--- config.mk ---
export PLATFORM = sky130hd
export DESIGN_NAME = ost_cfg_access_sequencer
export DESIGN_NICKNAME = d
export VERILOG_FILES = /design/src/rtl/ost_cfg_access_sequencer.sv
export SDC_FILE = /design/constraint.sdc
export NUM_CORES = 1
export LEC_CHECK = 0
export CAP_MARGIN = 20
export CORE_MARGIN = 2
export CORE_UTILIZATION = 55
export CTS_BUF_LIST = sky130_fd_sc_hd__clkbuf_4 sky130_fd_sc_hd__clkbuf_8
export DETAILED_ROUTE_END_ITERATION = 10
export DONT_BUFFER_PORTS = 1
export PLACE_DENSITY = 0.73
export SLEW_MARGIN = 20
export SYNTH_ARGS = -nofsm -noshare
export SYNTH_HDL_FRONTEND = slang
export SYNTH_SLANG_ARGS = --single-unit
export TNS_END_PERCENT = 5
--- constraint.sdc ---
create_clock -name i_clk -period 3.65 [get_ports i_clk]
set_input_delay 0.365 -clock i_clk [delete_from_list [all_inputs] [get_ports i_clk]]
set_output_delay 0.365 -clock i_clk [all_outputs]
set_load 0.02 [all_outputs]
--- src/rtl/ost_cfg_access_sequencer.sv ---
// ost_cfg_access_sequencer
//   Arbitrates the OST timing register block's STC read/write interface between
//   the local sync engine (clock-set and phase/frequency corrections) and the
//   host config path (single-word reads and writes). A clock-set becomes three
//   ordered writes. Host reads wait for a matching response, bounded by a timeout.
//
// Parameters
//   RSP_TIMEOUT  cycles spent in WAIT_RSP before a read is failed (2..255)
//   OST_BASE     base address added to every engine register offset
//
// Ports
//   i_clk, i_rst                  clock, synchronous active-high reset
//   i_set_req / o_set_ack         clock-set request (iv_set_time, iv_set_pit)
//   i_cor_req / o_cor_ack         correction request (i_cor_sel, iv_cor_value)
//   i_host_req / o_host_ack       host access (i_host_rd, iv_host_addr,
//                                 i_host_addr_fixed, iv_host_wdata)
//   o_host_werr                   with o_host_ack: host write rejected
//   o_host_rvalid, ov_host_rdata,
//   o_host_rerr                   host read completion, rerr = timed out
//   o_stc_wr, o_stc_rd, ov_stc_addr, ov_stc_wdata, o_stc_addr_fixed
//                                 downstream request, all registered
//   i_stc_wr, iv_stc_rdata, iv_stc_raddr, i_stc_addr_fixed
//                                 read response from the register block
//
// Build option
//   OST_HOST_WRITE_GUARD_EN  when defined, host writes with fixed = 0 to the
//                            engine-owned offsets 2..7 are rejected (werr).
module ost_cfg_access_sequencer #(
    parameter int unsigned RSP_TIMEOUT = 8,
    parameter logic [18:0] OST_BASE    = 19'd0
) (
    input  logic        i_clk,
    input  logic        i_rst,
    input  logic        i_set_req,
    input  logic [63:0] iv_set_time,
    input  logic [31:0] iv_set_pit,
    output logic        o_set_ack,
    input  logic        i_cor_req,
    input  logic        i_cor_sel,
    input  logic [31:0] iv_cor_value,
    output logic        o_cor_ack,
    input  logic        i_host_req,
    input  logic        i_host_rd,
    input  logic [18:0] iv_host_addr,
    input  logic        i_host_addr_fixed,
    input  logic [31:0] iv_host_wdata,
    output logic        o_host_ack,
    output logic        o_host_werr,
    output logic        o_host_rvalid,
    output logic [31:0] ov_host_rdata,
    output logic        o_host_rerr,
    output logic        o_stc_wr,
    output logic        o_stc_rd,
    output logic [18:0] ov_stc_addr,
    output logic [31:0] ov_stc_wdata,
    output logic        o_stc_addr_fixed,
    input  logic        i_stc_wr,
    input  logic [31:0] iv_stc_rdata,
    input  logic [18:0] iv_stc_raddr,
    input  logic        i_stc_addr_fixed
);

    localparam logic [18:0] ADDR_TIME_HI = OST_BASE + 19'd2;
    localparam logic [18:0] ADDR_TIME_LO = OST_BASE + 19'd3;
    localparam logic [18:0] ADDR_PIT     = OST_BASE + 19'd4;
    localparam logic [18:0] ADDR_PHASE   = OST_BASE + 19'd6;
    localparam logic [18:0] ADDR_FREQ    = OST_BASE + 19'd7;
    localparam logic [7:0]  CNT_LAST     = 8'(RSP_TIMEOUT - 1);

    typedef enum logic [2:0] {
        IDLE, SET_HI, SET_LO, SET_PIT, COR_WR, HOST_WR, HOST_RD, WAIT_RSP
    } state_t;

    state_t      state, state_next;
    logic        fair, fair_next;
    logic [7:0]  cnt, cnt_next;
    logic        grant_set, grant_cor, grant_host;
    logic        guard_hit;
    logic        rsp_match;

    // Command fields captured at grant; data only, so no reset needed.
    logic [63:0] set_time;
    logic [31:0] set_pit;
    logic        cor_sel;
    logic [31:0] cor_value;
    logic [18:0] host_addr;
    logic        host_fixed;
    logic [31:0] host_wdata;
    logic        host_blocked;

    logic        stc_wr_next, stc_rd_next, stc_fixed_next;
    logic [18:0] stc_addr_next;
    logic [31:0] stc_wdata_next;
    logic        set_ack_next, cor_ack_next, host_ack_next, host_werr_next;
    logic        rvalid_next, rerr_next;
    logic [31:0] rdata_next;

`ifdef OST_HOST_WRITE_GUARD_EN
    // Non-fixed host writes into the engine-owned window would race the engine.
    assign guard_hit = !i_host_rd && !i_host_addr_fixed &&
                       (iv_host_addr >= ADDR_TIME_HI) && (iv_host_addr <= ADDR_FREQ);
`else
    assign guard_hit = 1'b0;
`endif

    assign rsp_match = i_stc_wr && (iv_stc_raddr == host_addr) &&
                       (i_stc_addr_fixed == host_fixed);

    always_comb begin
        state_next     = state;
        fair_next      = fair;
        cnt_next       = cnt;
        grant_set      = 1'b0;
        grant_cor      = 1'b0;
        grant_host     = 1'b0;
        stc_wr_next    = 1'b0;
        stc_rd_next    = 1'b0;
        stc_fixed_next = 1'b0;
        stc_addr_next  = '0;
        stc_wdata_next = '0;
        set_ack_next   = 1'b0;
        cor_ack_next   = 1'b0;
        host_ack_next  = 1'b0;
        host_werr_next = 1'b0;
        rvalid_next    = 1'b0;
        rerr_next      = 1'b0;
        rdata_next     = '0;

        case (state)
            IDLE: begin
                // A pending fairness credit lets the host jump ahead of the engine once.
                if (fair && i_host_req)  grant_host = 1'b1;
                else if (i_set_req)      grant_set  = 1'b1;
                else if (i_cor_req)      grant_cor  = 1'b1;
                else if (i_host_req)     grant_host = 1'b1;

                if (grant_set) state_next = SET_HI;
                if (grant_cor) state_next = COR_WR;
                if (grant_host) begin
                    fair_next  = 1'b0;
                    state_next = i_host_rd ? HOST_RD : HOST_WR;
                end
            end
            SET_HI: begin
                stc_wr_next    = 1'b1;
                stc_addr_next  = ADDR_TIME_HI;
                stc_wdata_next = set_time[63:32];
                set_ack_next   = 1'b1;
                state_next     = SET_LO;
            end
            SET_LO: begin
                stc_wr_next    = 1'b1;
                stc_addr_next  = ADDR_TIME_LO;
                stc_wdata_next = set_time[31:0];
                state_next     = SET_PIT;
            end
            SET_PIT: begin
                stc_wr_next    = 1'b1;
                stc_addr_next  = ADDR_PIT;
                stc_wdata_next = set_pit;
                fair_next      = 1'b1;
                state_next     = IDLE;
            end
            COR_WR: begin
                stc_wr_next    = 1'b1;
                stc_addr_next  = cor_sel ? ADDR_FREQ : ADDR_PHASE;
                stc_wdata_next = cor_value;
                cor_ack_next   = 1'b1;
                fair_next      = 1'b1;
                state_next     = IDLE;
            end
            HOST_WR: begin
                host_ack_next = 1'b1;
                if (host_blocked) begin
                    host_werr_next = 1'b1;
                end else begin
                    stc_wr_next    = 1'b1;
                    stc_addr_next  = host_addr;
                    stc_wdata_next = host_wdata;
                    stc_fixed_next = host_fixed;
                end
                state_next = IDLE;
            end
            HOST_RD: begin
                stc_rd_next    = 1'b1;
                stc_addr_next  = host_addr;
                stc_fixed_next = host_fixed;
                host_ack_next  = 1'b1;
                cnt_next       = '0;
                state_next     = WAIT_RSP;
            end
            WAIT_RSP: begin
                // A real response wins even on the final timeout cycle.
                if (rsp_match) begin
                    rvalid_next = 1'b1;
                    rdata_next  = iv_stc_rdata;
                    state_next  = IDLE;
                end else if (cnt == CNT_LAST) begin
                    rvalid_next = 1'b1;
                    rerr_next   = 1'b1;
                    state_next  = IDLE;
                end else begin
                    cnt_next = cnt + 8'd1;
                end
            end
            default: state_next = IDLE;
        endcase
    end

    always_ff @(posedge i_clk) begin
        if (i_rst) begin
            state            <= IDLE;
            fair             <= 1'b0;
            cnt              <= '0;
            o_stc_wr         <= 1'b0;
            o_stc_rd         <= 1'b0;
            ov_stc_addr      <= '0;
            ov_stc_wdata     <= '0;
            o_stc_addr_fixed <= 1'b0;
            o_set_ack        <= 1'b0;
            o_cor_ack        <= 1'b0;
            o_host_ack       <= 1'b0;
            o_host_werr      <= 1'b0;
            o_host_rvalid    <= 1'b0;
            ov_host_rdata    <= '0;
            o_host_rerr      <= 1'b0;
        end else begin
            state            <= state_next;
            fair             <= fair_next;
            cnt              <= cnt_next;
            o_stc_wr         <= stc_wr_next;
            o_stc_rd         <= stc_rd_next;
            ov_stc_addr      <= stc_addr_next;
            ov_stc_wdata     <= stc_wdata_next;
            o_stc_addr_fixed <= stc_fixed_next;
            o_set_ack        <= set_ack_next;
            o_cor_ack        <= cor_ack_next;
            o_host_ack       <= host_ack_next;
            o_host_werr      <= host_werr_next;
            o_host_rvalid    <= rvalid_next;
            ov_host_rdata    <= rdata_next;
            o_host_rerr      <= rerr_next;
        end
    end

    always_ff @(posedge i_clk) begin
        if (grant_set) begin
            set_time <= iv_set_time;
            set_pit  <= iv_set_pit;
        end
        if (grant_cor) begin
            cor_sel   <= i_cor_sel;
            cor_value <= iv_cor_value;
        end
        if (grant_host) begin
            host_addr    <= iv_host_addr;
            host_fixed   <= i_host_addr_fixed;
            host_wdata   <= iv_host_wdata;
            host_blocked <= guard_hit;
        end
    end

endmodule

==> impl_metrics.csv, run 1 <==
group,metric,value,unit
outcome,status,"did not finish",
outcome,lastStage,"clock tree synthesis",
outcome,firstError,"[ERROR RSZ-0060] Max buffer count reached.",
floorplan,ioPinCount,332,
placement,placed_area,10100,sq um
floorplan,fp.dieH,138,um
yosys,yosysMostFrequentCell,"edfxtp_1",
yosys,yosysUniqueCellTypes,53,
placement,finalWeightedCongestion,0.833,
yosys,yosysTopAreaCellShare,55.1,%
yosys,syn-cell-area,9870,sq um
clock_tree,clock-sinks,284,
yosys,synthTopCellsByArea,"edfxtp_1 55%, dfxtp_1 21%, a21oi_1 3.5%",
clock_tree,htree_levels,2,
yosys,yosysSeqAreaShare,76.0,%
yosys,synthAdderAreaFrac,0.228,%
yosys,synth.largest_area_cell,"edfxtp_1",
clock_tree,clockBufferDepth,3,
yosys,synthSimpleGateAreaFrac,9.18,%
clock_tree,cts_resized,0,
yosys,ys_top_cells_by_count,"181 x edfxtp_1, 103 x dfxtp_1, 69 x a21oi_1",
yosys,synth_top_family_by_area,"simple AND/OR/NAND/NOR gates",
clock_tree,hold_buffers,191,
placement,dp_hpwl,14900,um
yosys,synth-xor-area-share,1.86,%
yosys,synth_warnings,0,
placement,place_ws,1100,ps
yosys,synth_ff_type,"edfxtp_1",
yosys,syn_nets,905,
floorplan,start_util,56.7,%
placement,portBuffers,0,
floorplan,num_rows,48,
clock_tree,cts_root_buf,"clkbuf_8",
yosys,syn_area_per_cell,14.9,sq um
floorplan,die_w,138,um
clock_tree,postCtsSetupBuffers,0,
yosys,synth-edff-count,181,
clock_tree,cts_buffers,44,
yosys,synth.area.mux_share,3.35,%
yosys,synth-compound-area-share,7.92,%
yosys,synth_seq_cells,284,
yosys,async_flop_share,0,%
yosys,synthesis.instances,664,
[logic make-up after synthesis]
logic type,after synthesis
muxes,33
AOI/OAI and AO/OA,128
adders and majority gates,2
DFF,284
other,1
xor gates and xnor gates,21
and+or+nand+nor,160
buffers and inverters,35
[metrics by stage]
step           cells  utilization, %
2_1_floorplan    664               -
3_3_place_gp     870            58.3
3_5_place_dp     870            58.3
==> run 2, diff against run 1 <==
Settings changed: CORE_UTILIZATION 55 to 40, CTS_BUF_LIST sky130_fd_sc_hd__clkbuf_4 sky130_fd_sc_hd__clkbuf_8 to default, PLACE_DENSITY 0.73 to default, PLACE_DENSITY_LB_ADDON from default to 0.15.
Clock period 3.65 ns to 4.75 ns, I/O delays scaled along.
==> run 2 against run 1 <==
  * The flow now finishes without violations
  * Synthesized cell count unchanged
  * Area after synthesis did not move
==> impl_metrics.csv, run 2 <==
group,metric,value,unit
outcome,status,"finished, final reports clean",
layout,final_cell_mix,"181 x edfxtp_1, 102 x dfxtp_1, 69 x a21oi_1, 50 x nor2_1",
clock_tree,clkTransAtPathRegs,60,ps
floorplan,fp.dieH,161,um
yosys,yosysSeqAreaShare,76.0,%
timing,slew_headroom,31.0,%
yosys,async_flop_share,0,%
layout,syn2layout_area_growth,18.1,%
layout,nets,944,
yosys,ys_top_cells_by_count,"181 x edfxtp_1, 103 x dfxtp_1, 69 x a21oi_1",
clock_tree,htree_levels,1,
clock_tree,cts_root_buf,"clkbuf_16",
timing,setup_violations,0,
setup_path,critical-path-slowest-cell,"and4b_2",
setup_path,crit_type,"flop to flop",
layout,max_flop_register,"set_time",
clock_tree,clkLatencyLatePin,540,ps
routing,vias_per_cell,5.14,
pwr,power_density,553,nW/um^2
floorplan,ioPinCount,332,
setup_path,cp_max_fo,50,
grt,gr-total-overflow,0,
placement,finalWeightedCongestion,0.791,
timing,rsz0062_at_grt,"false",
pwr,power_leakage,3.96,nW
yosys,synth.largest_area_cell,"edfxtp_1",
timing,clock.fmax,0.351,GHz
timing,finalMaxSlewViolations,0,
min_path,min_path_type,"primary input to flop",
yosys,synth-edff-count,181,
setup_path,required,5230,ps
run,drv_cap,0,
clock_tree,cts_tree,"done",
pwr,peakVddDrop,0.320,mV
layout,drive_gt1_share,12.7,%
setup_path,path_cells,"nor3_1 -> and4b_2 -> nor3_1 -> nor2_1 -> o21a_1",
floorplan,num_rows,57,
layout,largest_reg_flops,64,
placement,portBuffers,0,
layout,fin_cells,1053,
timing,report.final.hold_viol_count,0,
setup_path,cp-start-kind,"flop",
yosys,synth_ff_type,"edfxtp_1",
setup_path,cp_top_family,"simple AND/OR/NAND/NOR gates",
routing,vias,5415,
floorplan,dieArea,26000,sq um
routing,routed_wirelength,22400,um
yosys,yosysTopAreaCellShare,55.1,%
timing,tns,0,ps
timing,worstMarginPinSlew,1040,ps
yosys,yosysMostFrequentCell,"edfxtp_1",
yosys,syn_area_per_cell,14.9,sq um
setup_path,path_buf_inv,0,
placement,dpl.cell_count,960,
routing,wl_per_cell,21.3,um
yosys,synth_seq_cells,284,
layout,fin_area,11700,sq um
yosys,yosysUniqueCellTypes,53,
grt,first_global_vias,5422,
routing,post-route-drc-count,0,
routing,ant_nets,0,
routing,drtIter0Drc,391,
grt,grt_antenna_before_repair,3,
yosys,synth_warnings,0,
setup_path,crit_top_cell,"nor3_1",
clock_tree,clock-sinks,284,
yosys,synthTopCellsByArea,"edfxtp_1 55%, dfxtp_1 21%, a21oi_1 3.5%",
floorplan,die_w,161,um
placement,placed_area,10200,sq um
layout,final_common_cell,"edfxtp_1",
grt,grt_pass1_wl,32800,um
placement,dp_hpwl,14800,um
floorplan,start_util,40.7,%
clock_tree,postCtsSetupBuffers,0,
setup_path,end_kind,"flop",
clock_tree,cts_buffers,30,
yosys,syn-cell-area,9870,sq um
grt,grt_max_degree,83,
timing,fin_crit_sh,59.9,%
floorplan,core_area,24200,sq um
yosys,synthesis.instances,664,
clock_tree,cts_resized,0,
routing,drt_pass1_iterations,7,
timing,finalCriticalPeriod,2850,ps
clock_tree,clockBufferDepth,3,
setup_path,crit_arrival,3330,ps
grt,grt_usage,16.6,%
setup_path,slowest_delay,1090,ps
timing,clock_skew,8.68,ps
yosys,syn_nets,905,
run 2: cell counts after synthesis:
Identical to the previous run, type by type.
run 2: area by class of cell:
cell class | count | area, sq um
tap | 324 | 405
sequential | 284 | 7500
clock inverter | 16 | 206
timing repair buffer | 39 | 399
inverter | 3 | 11.3
antenna | 2 | 5.00
multi-input combinational | 345 | 2270
fill | 2066 | 12600
clock buffer | 40 | 860
run 2: what timing repair did:
action                                  in CTS  in global routing
hold buffers                                 7                 26
endpoints found under the hold margin       12                 26
endpoints found under the setup margin       0                  0
run 2: routing by layer:
layer / share of wire [%] / vias to the layer above / GRT usage, %
li1: - / 2522 / -
met1: 38 / 2587 / 18.9
met2: 50 / 271 / 28.8
met3: 9.5 / 35 / 6.75
met4: 2.6 / 0 / 4.87
met5: 0 / - / 0
run 2: final timing paths:
check	from	to	cells after the start	slack, ps
worst min register to register	cnt[7]	cnt[7]	1	470
worst max-delay path	state[0]	state[2]	5	1900
worst min-delay path	iv_host_addr[14]	host_addr[14]	0	30
worst max register to register	state[0]	state[2]	5	1900
run 2: power by group:
part	leakage (nW)	switching (mW)	internal [mW]
clock network	0.523	0.916	1.53
logic	0.921	0.463	0.243
registers	2.52	0.255	3.03
total	3.96	1.63	4.81
run 2: cells by family after synthesis:
kind of cell | count (synthesis) | synth area share, %
flip-flops | 284 | 76.0
AND/OR/NAND/NOR | 160 | 9.18
AO/OA/AOI/OAI | 128 | 7.92
buffers and inverters | 35 | 1.47
multiplexers | 33 | 3.35
XOR/XNOR | 21 | 1.86
adder cells (fa/ha/maj) | 2 | 0.228
other | 1 | 0.0380
run 2: per-stage QoR:
stage	setup slack [ps]	hold slack, ps	power [mW]	utilization [%]
6_report	1900	26.8	6.44	48.1
5_1_grt	1670	0.0150	6.72	48.1
4_1_cts	1620	0.268	6.49	46.8
3_5_place_dp	1650	452	4.02	42.1
3_3_place_gp	1800	449	4.00	42.1
2_1_floorplan	1140	425	3.79	-
run 2: worst register-to-register path, stage by stage, from the launching register on:
cell and delay [ps]:
dfxtp_4 600, nor3_1 740, and4b_2 1090, nor3_1 110, nor2_1 120, o21a_1 120
(Power assumes the default switching activity.)
